**config.mk**
```make
export PLATFORM = sky130hd
export DESIGN_NAME = snake_score_keeper
export DESIGN_NICKNAME = d
export VERILOG_FILES = /design/src/rtl/snake_score_keeper.sv
export SDC_FILE = /design/constraint.sdc
export NUM_CORES = 1
export LEC_CHECK = 0
export ABC_AREA = 1
export ABC_CLOCK_PERIOD_IN_PS = 3400
export CORE_AREA = 4 4 126 128
export DETAILED_ROUTE_END_ITERATION = 10
export DIE_AREA = 0 0 130 132
export PLACE_DENSITY = 0.76
export SYNTH_ARGS = -nofsm -noshare
export SYNTH_HDL_FRONTEND = slang
export SYNTH_SLANG_ARGS = --single-unit
export TNS_END_PERCENT = 30
```
**constraint.sdc**
```tcl
create_clock -name clk -period 3.4 [get_ports clk]
set_input_delay 0.51 -clock clk [delete_from_list [all_inputs] [get_ports clk]]
set_output_delay 0.51 -clock clk [all_outputs]
set_load 0.005 [all_outputs]
```
**src/rtl/snake_score_keeper.sv**
```systemverilog
// Snake score keeper: tracks the game score and session high score and
// selects the 27-bit value fed to the seven-segment display stage.
module snake_score_keeper #(
    parameter int unsigned POINTS_PER_FOOD = 10,
    parameter int unsigned MAX_SCORE       = 99999999,
    parameter int unsigned ALT_CYCLES      = 100000000
) (
    input  logic        clk,
    input  logic        rst,
    input  logic        start,
    input  logic        eat,
    input  logic        game_over,
    input  logic        show_high,
    output logic [26:0] score,
    output logic [26:0] high_score,
    output logic [26:0] disp_value,
    output logic [1:0]  state,
    output logic        new_high
);

    localparam int unsigned      CNT_W    = (ALT_CYCLES > 1) ? $clog2(ALT_CYCLES) : 1;
    localparam logic [CNT_W-1:0] CNT_LAST = CNT_W'(ALT_CYCLES - 1);
    localparam logic [27:0]      PTS      = 28'(POINTS_PER_FOOD);
    localparam logic [27:0]      MAX_V    = 28'(MAX_SCORE);

    typedef enum logic [1:0] {
        IDLE = 2'b00,
        PLAY = 2'b01,
        OVER = 2'b10
    } state_t;

    state_t             state_q, state_n;
    logic [26:0]        score_n, high_n, disp_n;
    logic               new_high_n;
    logic [CNT_W-1:0]   cnt_q, cnt_n;
    logic               phase_q, phase_n;
    logic               start_q, eat_q, go_q;
    logic               start_edge, eat_edge, go_edge;
    logic [27:0]        sum;
    logic [26:0]        inc_score, play_score;

    assign start_edge = start & ~start_q;
    assign eat_edge   = eat & ~eat_q;
    assign go_edge    = game_over & ~go_q;
    assign state      = state_q;

    // Saturating increment; the game-over compare sees the post-eat score
    // so a food taken on the final cycle still counts.
    always_comb begin
        sum        = {1'b0, score} + PTS;
        inc_score  = (sum > MAX_V) ? MAX_V[26:0] : sum[26:0];
        play_score = eat_edge ? inc_score : score;
    end

    // Next-state, score bookkeeping, alternation timer and display select.
    always_comb begin
        state_n    = state_q;
        score_n    = score;
        high_n     = high_score;
        new_high_n = new_high;
        cnt_n      = '0;
        phase_n    = 1'b0;
        if (state_q == OVER)
            disp_n = phase_q ? high_score : score;
        else
            disp_n = show_high ? high_score : score;

        case (state_q)
            IDLE: begin
                if (start_edge) begin
                    state_n    = PLAY;
                    score_n    = '0;
                    new_high_n = 1'b0;
                end
            end
            PLAY: begin
                score_n = play_score;
                if (go_edge) begin
                    state_n = OVER;
                    if (play_score > high_score) begin
                        high_n     = play_score;
                        new_high_n = 1'b1;
                    end
                end
            end
            OVER: begin
                if (start_edge) begin
                    state_n    = PLAY;
                    score_n    = '0;
                    new_high_n = 1'b0;
                end else if (cnt_q == CNT_LAST) begin
                    phase_n = ~phase_q;
                end else begin
                    cnt_n   = cnt_q + 1'b1;
                    phase_n = phase_q;
                end
            end
            default: state_n = IDLE;
        endcase
    end

    // State, score and edge-detect registers with asynchronous active-low reset.
    always_ff @(posedge clk or negedge rst) begin
        if (!rst) begin
            state_q    <= IDLE;
            score      <= '0;
            high_score <= '0;
            disp_value <= '0;
            new_high   <= 1'b0;
            cnt_q      <= '0;
            phase_q    <= 1'b0;
            start_q    <= 1'b0;
            eat_q      <= 1'b0;
            go_q       <= 1'b0;
        end else begin
            state_q    <= state_n;
            score      <= score_n;
            high_score <= high_n;
            disp_value <= disp_n;
            new_high   <= new_high_n;
            cnt_q      <= cnt_n;
            phase_q    <= phase_n;
            start_q    <= start;
            eat_q      <= eat;
            go_q       <= game_over;
        end
    end

endmodule

```
Word level (Yosys, flattened, before mapping)

Index checks and enable logic that the tools add are counted.

Bits in registers: 115
Input port bits: 6

Order comparisons: 2
Reductions and logical operators: 7
$add $sub $neg: 2
Eq/ne operators: 7
Muxes and demuxes: 20
Bitwise gates (word level): 7

Operators by type and width:

| cell                                                                              | number |
|---|---|
| 27-bit 2-to-1 mux                                                                 | 9 |
| 27-bit one-hot mux with 2 select lines                                            | 1 |
| 27-bit by 4-bit adder with 28-bit output, second input constant                   | 1 |
| 28-bit by 27-bit greater-than comparator with 1-bit output, second input constant | 1 |
| 27-bit by 1-bit adder with 27-bit output, second input constant                   | 1 |
| 27-bit equality test, second input constant                                       | 1 |
| 27-bit greater-than comparator                                                    | 1 |
| 1-bit 2-to-1 mux                                                                  | 6 |
| 2-bit 2-to-1 mux                                                                  | 2 |
| 2-bit inequality test, second input constant                                      | 2 |
| 1-bit NOT                                                                         | 4 |
| 2-bit one-hot mux with 2 select lines                                             | 1 |
| 2-bit AND reduction                                                               | 2 |
| 4-bit AND reduction                                                               | 1 |
| 1-bit bitwise AND                                                                 | 3 |
| 3-bit by 2-bit inequality test with 1-bit output, second input constant           | 1 |
| 3-bit AND reduction                                                               | 1 |
| 2-bit by 1-bit equality test with 1-bit output, second input constant             | 1 |
| 2-bit equality test, second input constant                                        | 1 |
| 2-bit zero test                                                                   | 1 |
| 2-bit by 1-bit inequality test with 1-bit output, second input constant           | 1 |
| 1-bit one-hot mux with 2 select lines                                             | 1 |
| 2-bit nonzero test                                                                | 1 |
| 2-bit OR reduction                                                                | 1 |

Depth between registers and ports, before layout

Gate-level depths: netlist (run 1).

Word-level depth: 8
Depth in mapped cells: 30
Mapped depth without buffers: 28

Worst setup path after synthesis (run 1)

Ideal clock, no wire load.

Kind: reg2reg
Start point: reg score[1]
End point: reg high_score[10]
Data arrival time: 3.671 ns
Cell stages (with the launch flop): 27
Slack: -0.337 ns
Clock period less this slack: 3.737 ns
Path through: dfrtp_1 > ha_1 > inv_1 > nand2_1 > nand2_2 > nor2_4 > nand2_1 > nand2_1 > nand2_1 > nor2_1 > nand3_1 > nor2_2 > nand3_4 > nand3_2 > nand2_2 > buf_6 > inv_2 > nor2_1 > ha_1 > inv_1 > nor4_1 > a31oi_1 > nand2_1 > clkbuf_1 > clkbuf_1 > nand2_1 > nand2_1

Longest elaborated chain between the ends: 6

RTL lines:

| what                                                       | RTL line | source |
|---|---|---|
| start, declared                                            | 14       | `output logic [26:0] score,` |
| start signal, assigned                                     | 117      | `score <= score_n;` |
| 27-bit by 4-bit adder with 28-bit output *                 | 50       | `sum = {1'b0, score} + PTS;` |
| 28-bit by 27-bit greater-than comparator with 1-bit output | 51       | `inc_score = (sum > MAX_V) ? MAX_V[26:0] : sum[26:0];` |
| 27-bit 2-to-1 mux *                                        | 51       |  |
| 27-bit 2-to-1 mux *                                        | 52       | `play_score = eat_edge ? inc_score : score;` |
| net play_score[19]                                         | 40       | `logic [26:0] inc_score, play_score;` |
| 27-bit greater-than comparator *                           | 80       | `if (play_score > high_score) begin` |
| 3-bit AND reduction (no line) *                            | -        |  |
| end signal, assigned                                       | 118      | `high_score <= high_n;` |
| end, declared                                              | 15       | `output logic [26:0] high_score,` |

The timed path passes the listed nets; every way through them passes the cells marked *.
A chain may end at the register's enable or synchronous reset.

Worst setup path after layout (run 1)

Start point: reg score[2]
End point: reg high_score[16]

Same word-level chain as after synthesis.

==> results of run 1 <==
## final timing paths
path,endpoint,slack (ns),cells past startpoint
min in group asynchronous,cnt_q[5]$_DFF_PN0_,0.53,2
hold reg to reg,cnt_q[0]$_DFF_PN0_,0.45,1
hold / removal,cnt_q[0]$_DFF_PN0_,0.45,1
setup reg to reg,high_score[16]$_DFFE_PN0P_,-0.44,26
max in group asynchronous,score[14]$_DFFE_PN0P_,2.05,3
setup / recovery,high_score[16]$_DFFE_PN0P_,-0.44,26
## synthesized netlist by cell type (2+ instances only)
| master | instances | area [µm²] |
|---|---|---|
| nand2_2 | 8 | 50.05 |
| clkinv_1 | 4 | 15.01 |
| nor2_2 | 8 | 50.05 |
| ha_1 | 29 | 362.9 |
| nand4_1 | 27 | 168.9 |
| xnor2_1 | 2 | 17.52 |
| nor4_1 | 4 | 25.02 |
| nand3_1 | 79 | 395.4 |
| nand3_2 | 3 | 30.03 |
| inv_1 | 114 | 427.9 |
| nor2_1 | 105 | 394.1 |
| nor2_4 | 3 | 33.78 |
| a21oi_1 | 121 | 605.6 |
| buf_2 | 15 | 75.07 |
| o21a_1 | 4 | 30.03 |
| inv_2 | 5 | 18.77 |
| nand2_1 | 292 | 1096 |
| xor2_1 | 13 | 113.9 |
| clkbuf_1 | 29 | 108.9 |
| nor3_1 | 7 | 35.03 |
| buf_4 | 2 | 15.01 |
| and2_1 | 15 | 93.84 |
| a31oi_1 | 3 | 18.77 |
| o21ai_0 | 42 | 210.2 |
| nand2_4 | 2 | 22.52 |
| dfrtp_1 | 115 | 2878 |
## state kept, by name, summed over array words and instances, names as in the netlist
| signal | cells |
|---|---|
| new_high | 1 |
| score | 27 |
| disp_value | 27 |
| cnt_q | 27 |
| phase_q | 1 |
| eat_q | 1 |
| go_q | 1 |
| high_score | 27 |
| state | 2 |
| start_q | 1 |
## layout by cell type, fill, tap and decap left out, types with 3 or more instances in the layout
| master | n |
|---|---|
| nand2_1 | 271 |
| clkinvlp_4 | 4 |
| nor3_1 | 6 |
| xor2_1 | 13 |
| ha_1 | 17 |
| clkinv_1 | 3 |
| nand2_4 | 8 |
| clkinv_2 | 3 |
| clkbuf_16 | 20 |
| inv_2 | 6 |
| nor2_4 | 6 |
| nand3_4 | 3 |
| inv_1 | 112 |
| ha_4 | 12 |
| a21oi_2 | 6 |
| buf_6 | 10 |
| nor2_1 | 94 |
| and2_1 | 10 |
| o21a_1 | 4 |
| nor4_1 | 3 |
| clkdlybuf4s50_1 | 88 |
| buf_4 | 165 |
| o21ai_1 | 4 |
| nand4_1 | 27 |
| nor2_2 | 16 |
| clkinv_4 | 3 |
| a21oi_1 | 116 |
| dfrtp_1 | 111 |
| nand2_2 | 22 |
| buf_12 | 6 |
| and2_4 | 5 |
| dfrtp_2 | 4 |
| nand3_1 | 59 |
| nand3_2 | 21 |
| o21ai_0 | 38 |
## power by group through the flow
stage                     logic [mW]  clock network (mW)  registers, mW
after floorplan                 1.80                   0           2.13
final                           4.58                1.81           2.16
after detailed placement        3.90                   0           2.14
after global routing            5.00                1.89           2.20
after global placement          3.84                   0           2.14
after CTS                       4.04                1.82           2.13
## kinds of logic after synthesis
logic type,after synthesis,synth area share (%)
simple gates,559,32.95
xor+xnor,15,1.766
buf+inv,171,9.098
flops,115,38.68
fa+ha+maj,29,4.877
compound gates,179,12.63
## layer usage
| metal | vias to the layer above | GRT usage (%) | routed length (µm) |
|---|---|---|---|
| met5 | - | 0 | 0 |
| met4 | 0 | 10.10 | 863 |
| met3 | 68 | 6.402 | 1634 |
| met2 | 372 | 50.83 | 13310 |
| met1 | 4006 | 38.20 | 10830 |
| li1 | 3949 | - | - |
## final cells by class
type	instances	area [µm²]	area share, %
timing repair buffer	274	2465	22.41
clock inverter	12	131.4	1.194
tap	188	235.2	2.138
clock buffer	20	456.7	4.151
inverter	123	479.2	4.356
multi-input combinational	782	4350	39.55
sequential	115	2883	26.21
## timing repair
| item | 4_1_cts | 5_1_grt |
|---|---|---|
| setup endpoints to repair | 28 | 28 |
| buffers inserted | 11 | 7 |
| cloned | 2 | 4 |
| hold buffers | 1 | 0 |
| resized for setup | 32 | 79 |
| pin swaps | 15 | 18 |
| endpoints found under the hold margin | 27 | 0 |
==> run summary, run 1 <==
Clock Pin Slew Worst Setup and Hold Paths: 0.06 ns
Port Buffer Count: 89
Final hold vios: 0
Setup TNS: -11.31 ns
Drt pass-1 iters: 6
Syn nets: 1,103
Setup WS post-layout: -0.4359 ns
Unique masters post-synth: 43
Fin cells: 1,514
Clock Sinks: 115
Ys flop type: dfrtp_1
Largest net degree at the start of global routing: 89
Clock Power Share: 21.2%
Power Density: 776.7 nW/µm²
Outcome: complete, but fails checks
Asr flop ratio synth: 100.0%
Achievable clock frequency: 260.7 MHz
DPL Wire Length: 17.49 mm
Crit end category: flip-flop
Fin Clk Skew: 0.007294 ns
Fin. max-slew vios: 0
Worst-Margin Slew: 0.7828 ns
Slowest CP cell: dfrtp_1
Initial antenna violation count: 0
Total grt overflow: 0
Max FO, Critical Path: 5
Yosys reg bits: 115
CP Class: reg -> reg
ANT nets after route: 0
Area grow syn2layout: 47.86%
# H-tree levels: 4
TritonCTS clock tree: done
Drt drc: 0
Post-placement setup slack: -0.6684 ns
CP arrival: 4.20 ns
Sequential area share after synthesis: 38.68%
Min Tclk post-route: 3.836 ns
Number of flops mapped to enable cells by yosys: 0
Die Y: 132 µm
Final #Nets: 1,348
Max cap viols: 0
FP Rows: 45
Worst-skew pair later-pin latency: 0.43 ns
Share of cells above drive strength 1: 25.41%
Failing checks: setup timing
Power Total: 8.544 mW
Part of the power in registers: 25.2%
Ant. Diodes: 0
Drt via density: 5.545
Yosys warnings: 0
Final period util: 112.8%
Die ar.: 17,160 µm²
Core Util, Final: 74.01%
Gate count after technology mapping: 1,068
CTS Buf Count: 17
Global-route wire length before repair: 40.93 mm
DRT iter0 DRCs: 744
CP bufs+invs: 5
WHS: 0.4542 ns
Top Ports: 90
Number of global-route vias before repair: 8,057
Core Area: 14,860 µm²
Post-DP Area: 9658 µm²
Dpl cells: 1,457
Internal power: 5.175 mW
Global Route Usage Sum: 30.14%
Setup crit start kind: flip-flop
Peak supply drop: 0.4605 mV
Combinational power share: 53.6%
Total Wirelength: 26.65 mm
Initial Utilization: 50.05%
Final setup vio count: 28
Mapped Avg Cell Area: 6.966 µm²
Hold crit path type: reg -> reg
Vias: 8,395
Max_slew headroom: 47.49%
WL/cell: 17.60 µm
CP required: 3.77 ns
Design Area, Final: 11,000 µm²
RSZ-0062 raised after global routing: true
Crit-path leading delay family: simple AND/OR/NAND/NOR gates
Leakage: 5.206 nW
Clock Path Buffers: 2
CP startpoint: score[2]$_DFFE_PN0P_
Worst flop-to-flop path startpoint: score[2]$_DFFE_PN0P_
GPL Wtd Cong: 0.9501
Root buffer selected by CTS: clkbuf_16
Sw power: 3.369 mW
Sw Ratio: 39.43%
Worst Hold Launch: cnt_q[0]$_DFF_PN0_
Post-Syn Area: 7440 µm²
Fillers: 1,169
Die X: 130 µm
Max stage delay on crit path: 0.41 ns
(Power assumes the default switching activity.)
==> run 2: changes to the inputs <==
--- a/config.mk
+++ b/config.mk
@@ -14,4 +14,3 @@
 export SYNTH_ARGS = -nofsm -noshare
 export SYNTH_HDL_FRONTEND = slang
 export SYNTH_SLANG_ARGS = --single-unit
-export TNS_END_PERCENT = 30
==> run 2 against run 1 <==
The run still ends with setup timing left. Largest power group unchanged. First-iteration DRC count shrank 11%. Final cell count grew 1.5%. Clock skew grew 0.0054 ns. Largest cell class unchanged.
==> run summary, run 2 (same netlist as run 1, synthesis figures left out) <==
Min Tclk post-route: 3.829 ns (was 3.836 ns)
# H-tree levels: 4 (unchanged)
Leakage: 5.345 nW (was 5.206 nW)
Most frequent CP cell: nand2_1
DPL Wire Length: 17.05 mm (was 17.49 mm)
Max FO, Critical Path: 8 (was 5)
CTS Buf Count: 17 (unchanged)
Root buffer selected by CTS: clkbuf_16 (unchanged)
Worst Reg-to-Reg Cells: 29 (was 26)
Worst-Margin Slew: 0.7249 ns (was 0.7828 ns)
Initial antenna violation count: 0 (unchanged)
Clock Pin Slew Worst Setup and Hold Paths: 0.06 ns (about the same)
Number of global-route vias before repair: 8,299 (was 8,057)
Peak supply drop: 0.4524 mV (was 0.4605 mV)
Final setup vio count: 28 (unchanged)
RSZ-0062 raised after global routing: true (unchanged)
Worst flop-to-flop path startpoint: score[2]$_DFFE_PN0P_ (unchanged)
CTS Hold Buffers Added: 0 (was 1)
Core Area: 14,860 µm² (unchanged)
Clock Path Buffers: 2 (unchanged)
Power Density: 772.3 nW/µm² (was 776.7 nW/µm²)
Hold crit path type: in -> async (was reg -> reg)
DRT iter0 DRCs: 660 (was 744)
Failing checks: setup timing (unchanged)
CP Class: reg -> reg (unchanged)
Final period util: 112.6% (was 112.8%)
Top Ports: 90 (unchanged)
Drt via density: 5.563 (was 5.545)
TritonCTS clock tree: done (unchanged)
Die X: 130 µm (unchanged)
Final #Nets: 1,370 (was 1,348)
ANT nets after route: 0 (unchanged)
Core Util, Final: 75.69% (was 74.01%)
CP required: 3.72 ns (was 3.77 ns)
Achievable clock frequency: 261.2 MHz (was 260.7 MHz)
FF-to-FF End: high_score[18]$_DFFE_PN0P_ (was high_score[16]$_DFFE_PN0P_)
Final hold vios: 0 (unchanged)
Initial Utilization: 50.05% (unchanged)
Power Total: 8.689 mW (was 8.544 mW)
Share of cells above drive strength 1: 27.82% (was 25.41%)
Total Wirelength: 26.26 mm (was 26.65 mm)
Drt drc: 0 (unchanged)
Largest net degree at the start of global routing: 67 (was 89)
Setup crit start kind: flip-flop (unchanged)
Die Y: 132 µm (unchanged)
Global Route Usage Sum: 30.50% (was 30.14%)
Ant. Diodes: 0 (unchanged)
Post-placement setup slack: -0.4678 ns (was -0.6684 ns)
Setup WS post-layout: -0.4285 ns (was -0.4359 ns)
Vias: 8,545 (was 8,395)
Fin Clk Skew: 0.01273 ns (was 0.007294 ns)
Crit end category: flip-flop (unchanged)
Die ar.: 17,160 µm² (unchanged)
Slowest CP cell: dfrtp_1 (unchanged)
Max cap viols: 0 (unchanged)
Area grow syn2layout: 51.23% (was 47.86%)
Worst-skew pair later-pin latency: 0.43 ns (about the same)
Worst R2R Setup Slack: -0.43 ns (was -0.44 ns)
WL/cell: 17.10 µm (was 17.60 µm)
CP arrival: 4.14 ns (was 4.20 ns)
Commonest non-fill, non-tap cell in the layout: nand2_1 (unchanged)
Clock Sinks: 115 (unchanged)
Outcome: complete, but fails checks (unchanged)
Total grt overflow: 0 (unchanged)
Max_slew headroom: 51.37% (was 47.49%)
FP Rows: 45 (unchanged)
Leading cell types in the layout, fill and taps excluded: nand2_1 (265), buf_4 (189), a21oi_1 (117) (was nand2_1 (271), buf_4 (165), a21oi_1 (116))
Drt pass-1 iters: 5 (was 6)
Global-route wire length before repair: 41.61 mm (was 40.93 mm)
Port Buffer Count: 89 (unchanged)
GPL Wtd Cong: 0.9584 (was 0.9501)
Max stage delay on crit path: 0.42 ns (was 0.41 ns)
Fin. max-slew vios: 0 (unchanged)
[run 2: changes by cell type in the layout (fill, tap and decap cells not counted), moves of 3 or more]
cell and delta:
buf_4 +24, clkbuf_16 -3, clkinv_4 -3, nand2_1 -6, nand2_2 +5, nand3_1 -7, nand3_2 +5, nor2_1 -5
nor2_4 +5
[run 2: worst max-delay path, delay by kind of cell (launching register included)]
family | cells | cell delay, ns
buffers and inverters | 7 | 0.73
flip-flops | 1 | 0.42
adder cells (fa/ha/maj) | 2 | 0.40
AND/OR/NAND/NOR | 17 | 1.75
AO/OA/AOI/OAI | 3 | 0.38
[run 2: power by group]
| group | leakage (nW) | internal, mW | switching [mW] |
|---|---|---|---|
| combinational | 3.57 | 2.37 | 2.38 |
| clock | 0.262 | 1.10 | 0.682 |
| sequential | 1.52 | 1.78 | 0.380 |
| total | 5.35 | 5.24 | 3.45 |
[run 2: worst max path at each step]
stage | startpoint | endpoint | slack [ns] | depth (start not counted)
detailed placement | score[1]$_DFFE_PN0P_ | high_score[26]$_DFFE_PN0P_ | -0.47 | 27
global placement | score[1]$_DFFE_PN0P_ | high_score[19]$_DFFE_PN0P_ | -0.44 | 25
CTS | score[1]$_DFFE_PN0P_ | high_score[2]$_DFFE_PN0P_ | -0.31 | 29
floorplan | score[2]$_DFFE_PN0P_ | high_score[25]$_DFFE_PN0P_ | 0.002 | 29
global route | score[2]$_DFFE_PN0P_ | high_score[12]$_DFFE_PN0P_ | -0.67 | 29
finish | score[2]$_DFFE_PN0P_ | high_score[18]$_DFFE_PN0P_ | -0.43 | 29
[run 2: layout make-up]
type	instances	area (µm²)
Timing Repair Buffer	296	2624
Multi-Input combinational cell	782	4452
Inverter	123	479.2
Fill cell	1078	3613
Clock inverter	11	127.6
Clock buffer	21	450.4
Sequential cell	115	2883
Tap cell	188	235.2
[run 2: per-stage QoR]
step	instance area, µm²	cells	TNS, ns	hold WS (ns)
2_1_floorplan	7506	1068	0	0.2144
6_report	11250	1536	-11.23	0.09150
5_1_grt	11250	1536	-17.82	0.1470
3_3_place_gp	9588	1451	-11.73	0.4496
3_5_place_dp	9588	1451	-12.24	0.4543
4_1_cts	10920	1533	-8.548	0.1248
[run 2: repair_timing]
action                                 CTS  global route
setup endpoints to repair               28            30
pin swaps                               27            52
buffers inserted                        49            15
cloned                                   3             0
endpoints found under the hold margin    0             0
gates resized for setup                 75            66
[run 2: layer usage]
metal / track usage, % / part of all wire, %
met1: 38.44 / 41
met2: 50.74 / 49
met3: 6.969 / 6.3
met4: 11.49 / 3.9
met5: 0 / 0
